`config.mk`:
```
export PLATFORM = sky130hd
export DESIGN_NAME = execute_stage_md_flat
export DESIGN_NICKNAME = d
export VERILOG_FILES = /design/src/rtl/execute_stage_md_if.sv /design/src/rtl/execute_stage_md.sv /design/src/flat_wrapper.sv
export SDC_FILE = /design/constraint.sdc
export NUM_CORES = 2
export LEC_CHECK = 0
export BUFFER_PORTS_ARGS = -buffer_cell sky130_fd_sc_hd__buf_2
export CAP_MARGIN = 20
export CELL_PAD_IN_SITES_DETAIL_PLACEMENT = 1
export CELL_PAD_IN_SITES_GLOBAL_PLACEMENT = 1
export CORE_MARGIN = 3
export CORE_UTILIZATION = 25
export CTS_CLUSTER_DIAMETER = 200
export DETAILED_ROUTE_END_ITERATION = 10
export PLACE_DENSITY = 0.48
export SKIP_LAST_GASP = 1
export SYNTH_ARGS = -nofsm -noshare
export SYNTH_HDL_FRONTEND = slang
export SYNTH_SLANG_ARGS = --single-unit
```
`constraint.sdc`:
```
create_clock -name clk -period 11.75 [get_ports clk]
set_input_delay 2.9375 -clock clk [delete_from_list [all_inputs] [get_ports clk]]
set_output_delay 2.9375 -clock clk [all_outputs]
set_load 0.01 [all_outputs]
```
`src/rtl/execute_stage_md_if.sv`:
```
// Execute-stage pipeline bundle: ID/EX operands and controls in,
// redirect, stall request and EX/MEM register out.
interface execute_stage_md_if #(
  parameter int XLEN = 32,
  parameter int REGW = 5
);
  logic            stall_i;
  logic            flush_i;
  logic            valid_e;
  logic            reg_write_e;
  logic            mem_write_e;
  logic            alu_src_e;
  logic            branch_e;
  logic            jump_e;
  logic            jalr_e;
  logic            md_en_e;
  logic [1:0]      result_src_e;
  logic [3:0]      alu_ctrl_e;
  logic [2:0]      br_cond_e;
  logic [2:0]      md_op_e;
  logic [XLEN-1:0] rd1_e;
  logic [XLEN-1:0] rd2_e;
  logic [XLEN-1:0] imm_e;
  logic [XLEN-1:0] pc_e;
  logic [XLEN-1:0] pc_plus4_e;
  logic [XLEN-1:0] result_w;
  logic [REGW-1:0] rd_e;
  logic [1:0]      forward_a_e;
  logic [1:0]      forward_b_e;
  logic            md_busy_o;
  logic            pc_src_o;
  logic [XLEN-1:0] pc_target_o;
  logic            valid_m;
  logic            reg_write_m;
  logic            mem_write_m;
  logic [1:0]      result_src_m;
  logic [REGW-1:0] rd_m;
  logic [XLEN-1:0] alu_result_m;
  logic [XLEN-1:0] write_data_m;
  logic [XLEN-1:0] pc_plus4_m;

  modport master (
    output stall_i, flush_i, valid_e, reg_write_e, mem_write_e,
    output alu_src_e, branch_e, jump_e, jalr_e, md_en_e,
    output result_src_e, alu_ctrl_e, br_cond_e, md_op_e,
    output rd1_e, rd2_e, imm_e, pc_e, pc_plus4_e, result_w,
    output rd_e, forward_a_e, forward_b_e,
    input  md_busy_o, pc_src_o, pc_target_o,
    input  valid_m, reg_write_m, mem_write_m, result_src_m,
    input  rd_m, alu_result_m, write_data_m, pc_plus4_m
  );

  modport slave (
    input  stall_i, flush_i, valid_e, reg_write_e, mem_write_e,
    input  alu_src_e, branch_e, jump_e, jalr_e, md_en_e,
    input  result_src_e, alu_ctrl_e, br_cond_e, md_op_e,
    input  rd1_e, rd2_e, imm_e, pc_e, pc_plus4_e, result_w,
    input  rd_e, forward_a_e, forward_b_e,
    output md_busy_o, pc_src_o, pc_target_o,
    output valid_m, reg_write_m, mem_write_m, result_src_m,
    output rd_m, alu_result_m, write_data_m, pc_plus4_m
  );
endinterface

```
`src/rtl/execute_stage_md.sv`:
```
// Execute stage: ALU, forwarding, branch resolution, iterative
// multiply/divide and the EX/MEM pipeline register.
module execute_stage_md #(
  parameter int XLEN       = 32,
  parameter int REGW       = 5,
  parameter int MUL_CYCLES = 2
) (
  input logic               clk,
  input logic               rst_n,
  execute_stage_md_if.slave ex
);
  localparam int SHW  = $clog2(XLEN);
  localparam int CMAX = (XLEN > MUL_CYCLES) ? XLEN : MUL_CYCLES;
  localparam int CW   = $clog2(CMAX + 1);

  typedef enum logic [1:0] {IDLE, MUL, DIV, DONE} md_state_e;

  md_state_e       state_q, state_d;
  logic [CW-1:0]   cnt_q, cnt_d;
  logic [2:0]      op_q, op_d;
  logic [XLEN-1:0] a_q, a_d, b_q, b_d;
  logic [XLEN-1:0] quo_q, quo_d, rem_q, rem_d;

  logic            valid_m_q, valid_m_d;
  logic            reg_write_m_q, reg_write_m_d;
  logic            mem_write_m_q, mem_write_m_d;
  logic [1:0]      result_src_m_q, result_src_m_d;
  logic [REGW-1:0] rd_m_q, rd_m_d;
  logic [XLEN-1:0] alu_result_q, alu_result_d;
  logic [XLEN-1:0] write_data_q, write_data_d;
  logic [XLEN-1:0] pc_plus4_q, pc_plus4_d;

  logic [XLEN-1:0] fwd_a, fwd_b, src_a, src_b, alu_res;
  logic [SHW-1:0]  shamt;
  logic            taken, start, busy, done;

  // Operand forwarding muxes
  always_comb begin
    fwd_a = ex.rd1_e;
    fwd_b = ex.rd2_e;
    case (ex.forward_a_e)
      2'b01:   fwd_a = ex.result_w;
      2'b10:   fwd_a = alu_result_q;
      default: fwd_a = ex.rd1_e;
    endcase
    case (ex.forward_b_e)
      2'b01:   fwd_b = ex.result_w;
      2'b10:   fwd_b = alu_result_q;
      default: fwd_b = ex.rd2_e;
    endcase
  end

  assign src_a = fwd_a;
  assign src_b = ex.alu_src_e ? ex.imm_e : fwd_b;
  assign shamt = src_b[SHW-1:0];

  // Single-cycle ALU
  always_comb begin
    alu_res = '0;
    case (ex.alu_ctrl_e)
      4'd0: alu_res = src_a + src_b;
      4'd1: alu_res = src_a - src_b;
      4'd2: alu_res = src_a & src_b;
      4'd3: alu_res = src_a | src_b;
      4'd4: alu_res = src_a ^ src_b;
      4'd5: alu_res = {{(XLEN-1){1'b0}},
                       $signed(src_a) < $signed(src_b)};
      4'd6: alu_res = {{(XLEN-1){1'b0}}, src_a < src_b};
      4'd7: alu_res = src_a << shamt;
      4'd8: alu_res = src_a >> shamt;
      4'd9: alu_res = $signed(src_a) >>> shamt;
      default: alu_res = '0;
    endcase
  end

  // Branch condition on forwarded register operands
  always_comb begin
    taken = 1'b0;
    case (ex.br_cond_e)
      3'b000:  taken = (fwd_a == fwd_b);
      3'b001:  taken = (fwd_a != fwd_b);
      3'b100:  taken = $signed(fwd_a) < $signed(fwd_b);
      3'b101:  taken = !($signed(fwd_a) < $signed(fwd_b));
      3'b110:  taken = fwd_a < fwd_b;
      3'b111:  taken = !(fwd_a < fwd_b);
      default: taken = 1'b0;
    endcase
  end

  assign ex.pc_target_o = ex.jalr_e
    ? ((src_a + ex.imm_e) & {{(XLEN-1){1'b1}}, 1'b0})
    : (ex.pc_e + ex.imm_e);
  assign ex.pc_src_o = ex.valid_e & ~ex.flush_i &
                       (ex.jump_e | (ex.branch_e & taken));

  // Divider datapath: magnitudes, one restoring step per cycle
  logic            dsgn, a_neg, b_neg, div0, ovf;
  logic [XLEN-1:0] dvs_mag, quo_fix, rem_fix;
  logic [XLEN:0]   shl, diff;

  assign dsgn    = ~op_q[0];
  assign a_neg   = dsgn & a_q[XLEN-1];
  assign b_neg   = dsgn & b_q[XLEN-1];
  assign dvs_mag = b_neg ? -b_q : b_q;
  assign shl     = {rem_q, quo_q[XLEN-1]};
  assign diff    = shl - {1'b0, dvs_mag};
  assign div0    = (b_q == '0);
  assign ovf     = dsgn & (a_q == {1'b1, {(XLEN-1){1'b0}}}) &
                   (b_q == '1);

  // Sign fix-up and special cases once the divide has run
  always_comb begin
    quo_fix = (a_neg ^ b_neg) ? -quo_q : quo_q;
    rem_fix = a_neg ? -rem_q : rem_q;
    if (div0) begin
      quo_fix = '1;
      rem_fix = a_q;
    end else if (ovf) begin
      quo_fix = a_q;
      rem_fix = '0;
    end
  end

  // Multiplier on latched operands, sign-extended per op
  logic [2*XLEN-1:0] ext_a, ext_b, prod;
  logic [XLEN-1:0]   md_res;

  assign ext_a = {{XLEN{a_q[XLEN-1] & (op_q[1:0] != 2'b11)}}, a_q};
  assign ext_b = {{XLEN{b_q[XLEN-1] & ~op_q[1]}}, b_q};
  assign prod  = ext_a * ext_b;

  // Select the M/D result by latched opcode
  always_comb begin
    md_res = prod[XLEN-1:0];
    if (op_q[2])
      md_res = op_q[1] ? rem_fix : quo_fix;
    else if (op_q[1:0] != 2'b00)
      md_res = prod[2*XLEN-1:XLEN];
  end

  assign start = ex.valid_e & ex.md_en_e & ~ex.flush_i;
  assign busy  = ((state_q == IDLE) & start) |
                 (state_q == MUL) | (state_q == DIV);
  assign done  = (state_q == DONE);
  assign ex.md_busy_o = busy;

  // M/D sequencer next state and datapath updates
  always_comb begin
    state_d = state_q;
    cnt_d   = cnt_q;
    op_d    = op_q;
    a_d     = a_q;
    b_d     = b_q;
    quo_d   = quo_q;
    rem_d   = rem_q;
    case (state_q)
      IDLE: begin
        if (start) begin
          state_d = ex.md_op_e[2] ? DIV : MUL;
          cnt_d   = '0;
          op_d    = ex.md_op_e;
          a_d     = fwd_a;
          b_d     = fwd_b;
          quo_d   = (~ex.md_op_e[0] & fwd_a[XLEN-1]) ? -fwd_a : fwd_a;
          rem_d   = '0;
        end
      end
      MUL: begin
        cnt_d = cnt_q + CW'(1);
        if (cnt_q == CW'(MUL_CYCLES - 1)) begin
          state_d = DONE;
          cnt_d   = '0;
        end
      end
      DIV: begin
        cnt_d = cnt_q + CW'(1);
        if (!diff[XLEN]) begin
          rem_d = diff[XLEN-1:0];
          quo_d = {quo_q[XLEN-2:0], 1'b1};
        end else begin
          rem_d = shl[XLEN-1:0];
          quo_d = {quo_q[XLEN-2:0], 1'b0};
        end
        if (cnt_q == CW'(XLEN - 1)) begin
          state_d = DONE;
          cnt_d   = '0;
        end
      end
      DONE: begin
        if (!ex.stall_i) state_d = IDLE;
      end
      default: state_d = IDLE;
    endcase
    if (ex.flush_i) begin
      state_d = IDLE;
      cnt_d   = '0;
    end
  end

  // EX/MEM register: flush > stall > busy bubble > load
  always_comb begin
    valid_m_d      = valid_m_q;
    reg_write_m_d  = reg_write_m_q;
    mem_write_m_d  = mem_write_m_q;
    result_src_m_d = result_src_m_q;
    rd_m_d         = rd_m_q;
    alu_result_d   = alu_result_q;
    write_data_d   = write_data_q;
    pc_plus4_d     = pc_plus4_q;
    if (ex.flush_i || (!ex.stall_i && busy)) begin
      valid_m_d     = 1'b0;
      reg_write_m_d = 1'b0;
      mem_write_m_d = 1'b0;
    end else if (!ex.stall_i) begin
      valid_m_d      = ex.valid_e;
      reg_write_m_d  = ex.reg_write_e;
      mem_write_m_d  = ex.mem_write_e;
      result_src_m_d = ex.result_src_e;
      rd_m_d         = ex.rd_e;
      alu_result_d   = done ? md_res : alu_res;
      write_data_d   = fwd_b;
      pc_plus4_d     = ex.pc_plus4_e;
    end
  end

  // State and pipeline registers
  always_ff @(posedge clk or negedge rst_n) begin
    if (!rst_n) begin
      state_q        <= IDLE;
      cnt_q          <= '0;
      op_q           <= '0;
      a_q            <= '0;
      b_q            <= '0;
      quo_q          <= '0;
      rem_q          <= '0;
      valid_m_q      <= 1'b0;
      reg_write_m_q  <= 1'b0;
      mem_write_m_q  <= 1'b0;
      result_src_m_q <= '0;
      rd_m_q         <= '0;
      alu_result_q   <= '0;
      write_data_q   <= '0;
      pc_plus4_q     <= '0;
    end else begin
      state_q        <= state_d;
      cnt_q          <= cnt_d;
      op_q           <= op_d;
      a_q            <= a_d;
      b_q            <= b_d;
      quo_q          <= quo_d;
      rem_q          <= rem_d;
      valid_m_q      <= valid_m_d;
      reg_write_m_q  <= reg_write_m_d;
      mem_write_m_q  <= mem_write_m_d;
      result_src_m_q <= result_src_m_d;
      rd_m_q         <= rd_m_d;
      alu_result_q   <= alu_result_d;
      write_data_q   <= write_data_d;
      pc_plus4_q     <= pc_plus4_d;
    end
  end

  assign ex.valid_m      = valid_m_q;
  assign ex.reg_write_m  = reg_write_m_q;
  assign ex.mem_write_m  = mem_write_m_q;
  assign ex.result_src_m = result_src_m_q;
  assign ex.rd_m         = rd_m_q;
  assign ex.alu_result_m = alu_result_q;
  assign ex.write_data_m = write_data_q;
  assign ex.pc_plus4_m   = pc_plus4_q;
endmodule

```
`src/flat_wrapper.sv`:
```
// flat-port wrapper written by rule: the top's interface ports become plain ports
module execute_stage_md_flat 
#(
  parameter int XLEN       = 32,
  parameter int REGW       = 5,
  parameter int MUL_CYCLES = 2
)
  (clk, rst_n, ex_stall_i, ex_flush_i, ex_valid_e, ex_reg_write_e, ex_mem_write_e, ex_alu_src_e, ex_branch_e, ex_jump_e, ex_jalr_e, ex_md_en_e, ex_result_src_e, ex_alu_ctrl_e, ex_br_cond_e, ex_md_op_e, ex_rd1_e, ex_rd2_e, ex_imm_e, ex_pc_e, ex_pc_plus4_e, ex_result_w, ex_rd_e, ex_forward_a_e, ex_forward_b_e, ex_md_busy_o, ex_pc_src_o, ex_pc_target_o, ex_valid_m, ex_reg_write_m, ex_mem_write_m, ex_result_src_m, ex_rd_m, ex_alu_result_m, ex_write_data_m, ex_pc_plus4_m);
  execute_stage_md_if #(.XLEN(XLEN), .REGW(REGW)) ex_i ();
  input logic clk;
  input logic rst_n;
  input wire logic [$bits(ex_i.stall_i)-1:0] ex_stall_i;
  input wire logic [$bits(ex_i.flush_i)-1:0] ex_flush_i;
  input wire logic [$bits(ex_i.valid_e)-1:0] ex_valid_e;
  input wire logic [$bits(ex_i.reg_write_e)-1:0] ex_reg_write_e;
  input wire logic [$bits(ex_i.mem_write_e)-1:0] ex_mem_write_e;
  input wire logic [$bits(ex_i.alu_src_e)-1:0] ex_alu_src_e;
  input wire logic [$bits(ex_i.branch_e)-1:0] ex_branch_e;
  input wire logic [$bits(ex_i.jump_e)-1:0] ex_jump_e;
  input wire logic [$bits(ex_i.jalr_e)-1:0] ex_jalr_e;
  input wire logic [$bits(ex_i.md_en_e)-1:0] ex_md_en_e;
  input wire logic [$bits(ex_i.result_src_e)-1:0] ex_result_src_e;
  input wire logic [$bits(ex_i.alu_ctrl_e)-1:0] ex_alu_ctrl_e;
  input wire logic [$bits(ex_i.br_cond_e)-1:0] ex_br_cond_e;
  input wire logic [$bits(ex_i.md_op_e)-1:0] ex_md_op_e;
  input wire logic [$bits(ex_i.rd1_e)-1:0] ex_rd1_e;
  input wire logic [$bits(ex_i.rd2_e)-1:0] ex_rd2_e;
  input wire logic [$bits(ex_i.imm_e)-1:0] ex_imm_e;
  input wire logic [$bits(ex_i.pc_e)-1:0] ex_pc_e;
  input wire logic [$bits(ex_i.pc_plus4_e)-1:0] ex_pc_plus4_e;
  input wire logic [$bits(ex_i.result_w)-1:0] ex_result_w;
  input wire logic [$bits(ex_i.rd_e)-1:0] ex_rd_e;
  input wire logic [$bits(ex_i.forward_a_e)-1:0] ex_forward_a_e;
  input wire logic [$bits(ex_i.forward_b_e)-1:0] ex_forward_b_e;
  output wire logic [$bits(ex_i.md_busy_o)-1:0] ex_md_busy_o;
  output wire logic [$bits(ex_i.pc_src_o)-1:0] ex_pc_src_o;
  output wire logic [$bits(ex_i.pc_target_o)-1:0] ex_pc_target_o;
  output wire logic [$bits(ex_i.valid_m)-1:0] ex_valid_m;
  output wire logic [$bits(ex_i.reg_write_m)-1:0] ex_reg_write_m;
  output wire logic [$bits(ex_i.mem_write_m)-1:0] ex_mem_write_m;
  output wire logic [$bits(ex_i.result_src_m)-1:0] ex_result_src_m;
  output wire logic [$bits(ex_i.rd_m)-1:0] ex_rd_m;
  output wire logic [$bits(ex_i.alu_result_m)-1:0] ex_alu_result_m;
  output wire logic [$bits(ex_i.write_data_m)-1:0] ex_write_data_m;
  output wire logic [$bits(ex_i.pc_plus4_m)-1:0] ex_pc_plus4_m;
  assign ex_i.stall_i = ex_stall_i;
  assign ex_i.flush_i = ex_flush_i;
  assign ex_i.valid_e = ex_valid_e;
  assign ex_i.reg_write_e = ex_reg_write_e;
  assign ex_i.mem_write_e = ex_mem_write_e;
  assign ex_i.alu_src_e = ex_alu_src_e;
  assign ex_i.branch_e = ex_branch_e;
  assign ex_i.jump_e = ex_jump_e;
  assign ex_i.jalr_e = ex_jalr_e;
  assign ex_i.md_en_e = ex_md_en_e;
  assign ex_i.result_src_e = ex_result_src_e;
  assign ex_i.alu_ctrl_e = ex_alu_ctrl_e;
  assign ex_i.br_cond_e = ex_br_cond_e;
  assign ex_i.md_op_e = ex_md_op_e;
  assign ex_i.rd1_e = ex_rd1_e;
  assign ex_i.rd2_e = ex_rd2_e;
  assign ex_i.imm_e = ex_imm_e;
  assign ex_i.pc_e = ex_pc_e;
  assign ex_i.pc_plus4_e = ex_pc_plus4_e;
  assign ex_i.result_w = ex_result_w;
  assign ex_i.rd_e = ex_rd_e;
  assign ex_i.forward_a_e = ex_forward_a_e;
  assign ex_i.forward_b_e = ex_forward_b_e;
  assign ex_md_busy_o = ex_i.md_busy_o;
  assign ex_pc_src_o = ex_i.pc_src_o;
  assign ex_pc_target_o = ex_i.pc_target_o;
  assign ex_valid_m = ex_i.valid_m;
  assign ex_reg_write_m = ex_i.reg_write_m;
  assign ex_mem_write_m = ex_i.mem_write_m;
  assign ex_result_src_m = ex_i.result_src_m;
  assign ex_rd_m = ex_i.rd_m;
  assign ex_alu_result_m = ex_i.alu_result_m;
  assign ex_write_data_m = ex_i.write_data_m;
  assign ex_pc_plus4_m = ex_i.pc_plus4_m;
  execute_stage_md #(.XLEN(XLEN), .REGW(REGW), .MUL_CYCLES(MUL_CYCLES)) u_core (.clk(clk), .rst_n(rst_n), .ex(ex_i));
endmodule
```
* Word-level counts from Yosys, hierarchy flattened
Cells that the tools add are included.
Word-level totals: register bits after elaboration 245, bits in latches 0, memory bits (writable) 0, memory bits (read-only) 0, input bits 225, output and inout port bits 140, logic and storage cells 152, memories 0
Cells by class: $add $sub $neg 10, multipliers 1, divide/modulo/power cells 0, order comparisons 4, equal/unequal tests 34, shift operators 3, multiplexer cells 42, bitwise operators 26, reduce and logical (&&, ||, !) cells 17
Operator list (count):
- 32-bit two-way mux | 17
- 32-bit case mux with 10 select lines | 1
- 32-bit case mux with 2 select lines | 4
- 32-bit less-than comparator | 4
- 32-bit negation | 4
- 32-bit adder | 3
- 32-bit == test, second input constant | 2
- 33-bit by 33-bit multiplier with 64-bit output | 1
- 33-bit by 32-bit subtractor with 33-bit output | 1
- 32-bit bitwise AND | 1
- 32-bit == test | 1
- 32-bit logical NOT | 1
- 32-bit != test | 1
- 32-bit OR | 1
- 32-bit by 5-bit left shift with 32-bit output | 1
- 32-bit by 5-bit right shift with 32-bit output | 1
- 32-bit by 5-bit >>> shifter with 32-bit output | 1
- 32-bit subtractor | 1
- 32-bit bitwise XOR | 1
- 6-bit two-way mux | 4
- 6-bit case mux with 3 select lines | 1
- 4-bit by 3-bit == test with 1-bit output, second input constant | 4
- 1-bit bitwise AND | 13
- 3-bit == test, second input constant | 4
- 30 further kinds | 64

* Longest topological paths before layout
depth after elaboration 9, gate-level depth with buffers 31, depth with buffers taken out 28

* Worst setup path after synthesis
No wires, ideal clock.
kind input-to-output, start in ex_forward_a_e[0], end out ex_pc_target_o[30], arrival time 6715 ps, data required time 8812 ps, setup slack 2098 ps, stages 20, buffers on the path 3, cells stage by stage inv_1 -> ha_1 -> clkbuf_1 -> clkbuf_1 -> nor2b_1 -> a21o_1 -> clkbuf_1 -> inv_1 -> and2_1 -> fa_1 -> a211oi_1 -> o21a_1 -> o2111a_1 -> o311a_1 -> a211o_1 -> a21oi_1 -> a21oi_1 -> o21bai_1 -> xnor2_1 -> mux2i_1
Between the ends: longest elaborated chain between the ends 4, elaborated cells between the ends (all ways) 5, classes of those cells add/sub: 1; eq/ne: 2; mux: 2
RTL lines:
- start, declared | RTL line flat_wrapper.sv:33 | input wire logic [$bits(ex_i.forward_a_e)-1:0] ex_forward_a_e;
- 2-bit == test / 2-bit by 1-bit == test with 1-bit output (equally long branches) | RTL line execute_stage_md.sv:41 | case (ex.forward_a_e)
- 32-bit case mux with 2 select lines (*) | RTL line execute_stage_md.sv:41
- named net u_core.fwd_a[0] | RTL line execute_stage_md.sv:33 | logic [XLEN-1:0] fwd_a, fwd_b, src_a, src_b, alu_res;
- 32-bit adder (*) | RTL line execute_stage_md.sv:91 | ? ((src_a + ex.imm_e) & {{(XLEN-1){1'b1}}, 1'b0})
- 32-bit two-way mux (*) | RTL line execute_stage_md.sv:91
- end, declared | RTL line flat_wrapper.sv:37 | output wire logic [$bits(ex_i.pc_target_o)-1:0] ex_pc_target_o;
The timed path passes the listed nets; every way through them passes the cells marked *.

* Worst setup path after layout
start in ex_forward_a_e[0], end out ex_pc_target_o[29]
Same word-level chain as after synthesis.

==> out/qor.yml <==
outcome: "finished, final reports clean"
die_area_um2: 278300
post_cts_buffers: 0
gr-total-overflow: 0
grt_setup_unrepaired: "no"
clk_latency_ns: 0.63
cp.required_ns: 8.81
place_inst: 11920
min_path_type: "reg -> reg"
maxCapViolCount: 0
cp-start-kind: "input pin"
timing.rr.start: "u_core.a_q[11]$_DFFE_PN0P_"
min_from: "u_core.ex.pc_plus4_m[10]$_DFFE_PN0P_"
slew_headroom_pct: 8.444
clock_sinks: 245
core.rowCount: 190
r2r_cells: 24
drc_errors: 0
portBuffers: 364
clock_path_buffers: 3
finalNonFillerCells: 12000
antenna_left: 0
crit_arrival_ns: 7.63
grt_max_degree: 70
synth_cell_types: 88
pin_count: 365
vias: 62240
cp-end-kind: "output port"
grt_pass1_vias: 68230
yosysSeqAreaShare_pct: 9.016
ys_seq_elements: 245
yosys_warnings: 0
cts_made_buffers: 35
syn_area_um2: 68000
clockRootBuffer: "clkbuf_16"
crit_fanout: 41
drt_iter0_markers: 4367
postSynth.asyncResetShare_pct: 100.0
path_class: "in -> out"
htreeDepth: 2
synth_edf_count: 0
core_um2: 269300
cts.clk_slew.worst_paths_ns: 0.06
setup_tns_ns: 0
fin_util_pct: 28.07
cts_resized: 0
skew_ns: 0.03158
setup_viol: 0
grt_pass1_wl_um: 512100
dpl_worst_slack_ns: 1.231
r2r-end: "u_core.ex.alu_result_m[7]$_DFFE_PN0P_"
hold_depth: 2
nets: 10220
dpl.hpwl_um: 293800
fmax_ghz: 0.09466
period_minus_slack_ns: 10.56
tightest_slew_ns: 1.359
drive_above_1_share_pct: 9.814
die_w_um: 527.5
antenna_found_initial: 55
totalWireLength_um: 353600
gp_congestion: 0.9594
cts_hold_buffers: 0
start_util_pct: 25.25
synth.avg_cell_area_um2: 8.191
min_period_over_period_pct: 89.90
grt_use_total_pct: 25.21
syn-num-nets: 10110
rrSetupSlack_ns: 2.21
dieHeight_um: 527.5
setup_slack_ns: 1.186
routedWlPerCell_um: 29.47
dr.pass1.iters: 8
hold_viol: 0
synthCells: 8302
min_to: "u_core.ex.pc_plus4_m[10]$_DFFE_PN0P_"
maxSlewViolCount: 0
synthFlopType: "dfrtp_1"
vias_per_cell: 5.188
cts_tree: "built"
syn_to_final_growth_pct: 11.17
## metal layers
layer	wire length, µm	share of wire [%]	vias up	GRT usage [%]
met4	16160	4.6	18	9.923
met3	16400	4.6	400	2.542
met2	162700	46	1683	41.08
met5	115	0.033	-	0
met1	158200	45	33000	34.27
li1	-	-	27140	-
## final cells by class
type,count,area (µm²)
Clock buffer,40,924.6
Fill cell,31990,193800
Sequential cell,245,6166
Timing Repair Buffer,624,3820
Antenna cell,8,20.02
Tap cell,3552,4444
Inverter,1240,4654
Clock inverter,23,346.6
Multi-Input combinational cell,6265,55220
## cell usage after synthesis (28+ instances only)
| library cell | number | area [µm²] |
|---|---|---|
| a211oi_1 | 62 | 465.5 |
| a21o_1 | 93 | 698.2 |
| a21oi_1 | 381 | 1907 |
| a221o_1 | 50 | 500.5 |
| a221oi_1 | 43 | 376.6 |
| a22oi_1 | 56 | 420.4 |
| a31oi_1 | 51 | 319.1 |
| and2_1 | 373 | 2333 |
| buf_1 | 62 | 232.7 |
| clkbuf_1 | 463 | 1738 |
| dfrtp_1 | 245 | 6131 |
| fa_1 | 1130 | 22620 |
| ha_1 | 449 | 5618 |
| inv_1 | 1225 | 4598 |
| mux2_2 | 28 | 315.3 |
| mux2i_1 | 161 | 1612 |
| nand2_1 | 1315 | 4936 |
| nand2b_1 | 44 | 275.3 |
| nand3_1 | 89 | 445.4 |
| nand4_1 | 59 | 369.1 |
| nor2_1 | 370 | 1389 |
| nor2b_1 | 34 | 212.7 |
| nor3_1 | 105 | 525.5 |
| nor4_1 | 32 | 200.2 |
| o211ai_1 | 59 | 442.9 |
| o21a_1 | 32 | 240.2 |
| o21ai_0 | 439 | 2197 |
| o21ai_1 | 29 | 145.1 |
| o21bai_1 | 32 | 240.2 |
| o31ai_1 | 63 | 473.0 |
| or2_2 | 33 | 206.5 |
| or3_1 | 35 | 219.0 |
| xnor2_1 | 183 | 1603 |
| xor2_1 | 95 | 832.1 |
## worst max-delay path, cell delays in order
cell and delay (ns):
buf_2 0.10, inv_1 0.05, ha_2 0.79, o21ai_1 0.56, ha_1 0.43, a211o_1 0.31
a211oi_1 0.45, o211ai_1 0.20, a32oi_1 0.38, a311oi_1 0.23, nor3_1 0.33, o21bai_1 0.10
a21oi_1 0.18, xor2_1 0.24, a21oi_1 0.13, buf_2 0.20
## worst max path at each step
stage,start,end,slack (ns)
floorplan,ex_forward_a_e[0],ex_pc_target_o[30],2.10
global placement,ex_forward_a_e[0],ex_pc_target_o[29],1.12
detailed placement,ex_forward_a_e[0],ex_pc_target_o[29],1.23
CTS,ex_forward_a_e[0],ex_pc_target_o[31],1.23
global route,ex_forward_a_e[0],ex_pc_target_o[29],0.92
finish,ex_forward_a_e[0],ex_pc_target_o[29],1.19
## kinds of logic (layout without fill, tap and decap cells)
logic type / Yosys count / count (layout) / synth area share (%)
AO/OA/AOI/OAI: 1623 / 1623 / 15.40
XOR/XNOR: 278 / 278 / 3.581
adder cells (fa/ha/maj): 1579 / 1579 / 41.53
buffers and inverters: 1792 / 1927 / 9.963
flip-flops: 245 / 245 / 9.016
multiplexers: 194 / 194 / 2.999
other: 0 / 8 / 0
AND/OR/NAND/NOR: 2591 / 2591 / 17.51
## cell usage in the layout, fill, tap and decap left out, types with 33 or more instances in the layout
cell / synthesis / routed
o21ai_0: 439 / 434
fa_1: 1130 / 1130
a211oi_1: 62 / 62
o31ai_1: 63 / 61
o21ai_1: 29 / 33
mux2i_1: 161 / 161
o211ai_1: 59 / 59
and2_1: 373 / 373
nor3_1: 105 / 101
a221oi_1: 43 / 43
ha_1: 449 / 447
or3_1: 35 / 33
buf_2: 24 / 363
clkbuf_16: 0 / 35
nand3_1: 89 / 89
nor2_1: 370 / 368
nand4_1: 59 / 59
nand2_1: 1315 / 1315
a22oi_1: 56 / 56
a221o_1: 50 / 50
nor2b_1: 34 / 33
buf_4: 1 / 255
a21o_1: 93 / 93
nand2b_1: 44 / 44
inv_1: 1225 / 1222
dfrtp_1: 245 / 217
a31oi_1: 51 / 51
xor2_1: 95 / 95
or2_2: 33 / 33
a21oi_1: 381 / 381
xnor2_1: 183 / 183
## registers in the layout, summed over array words and instances, names as in the netlist
register	cells
u_core.a_q	32
u_core.b_q	32
u_core.cnt_q	6
u_core.ex.alu_result_m	32
u_core.ex.mem_write_m	1
u_core.ex.pc_plus4_m	32
u_core.ex.rd_m	5
u_core.ex.reg_write_m	1
u_core.ex.result_src_m	2
u_core.ex.valid_m	1
u_core.ex.write_data_m	32
u_core.op_q	3
u_core.quo_q	32
u_core.rem_q	32
u_core.state_q	2
## stage by stage
stage               instance area (µm²)  hold WS (ns)
floorplan                         68000        0.4869
global placement                  74220        0.4533
detailed placement                74280        0.4575
CTS                               75550        0.4721
global route                      75580        0.5049
finish                            75600        0.4708
Power is left out: the tool's default activity adds up to more than one toggle a clock period on the data nets, which glitch-free logic cannot reach.
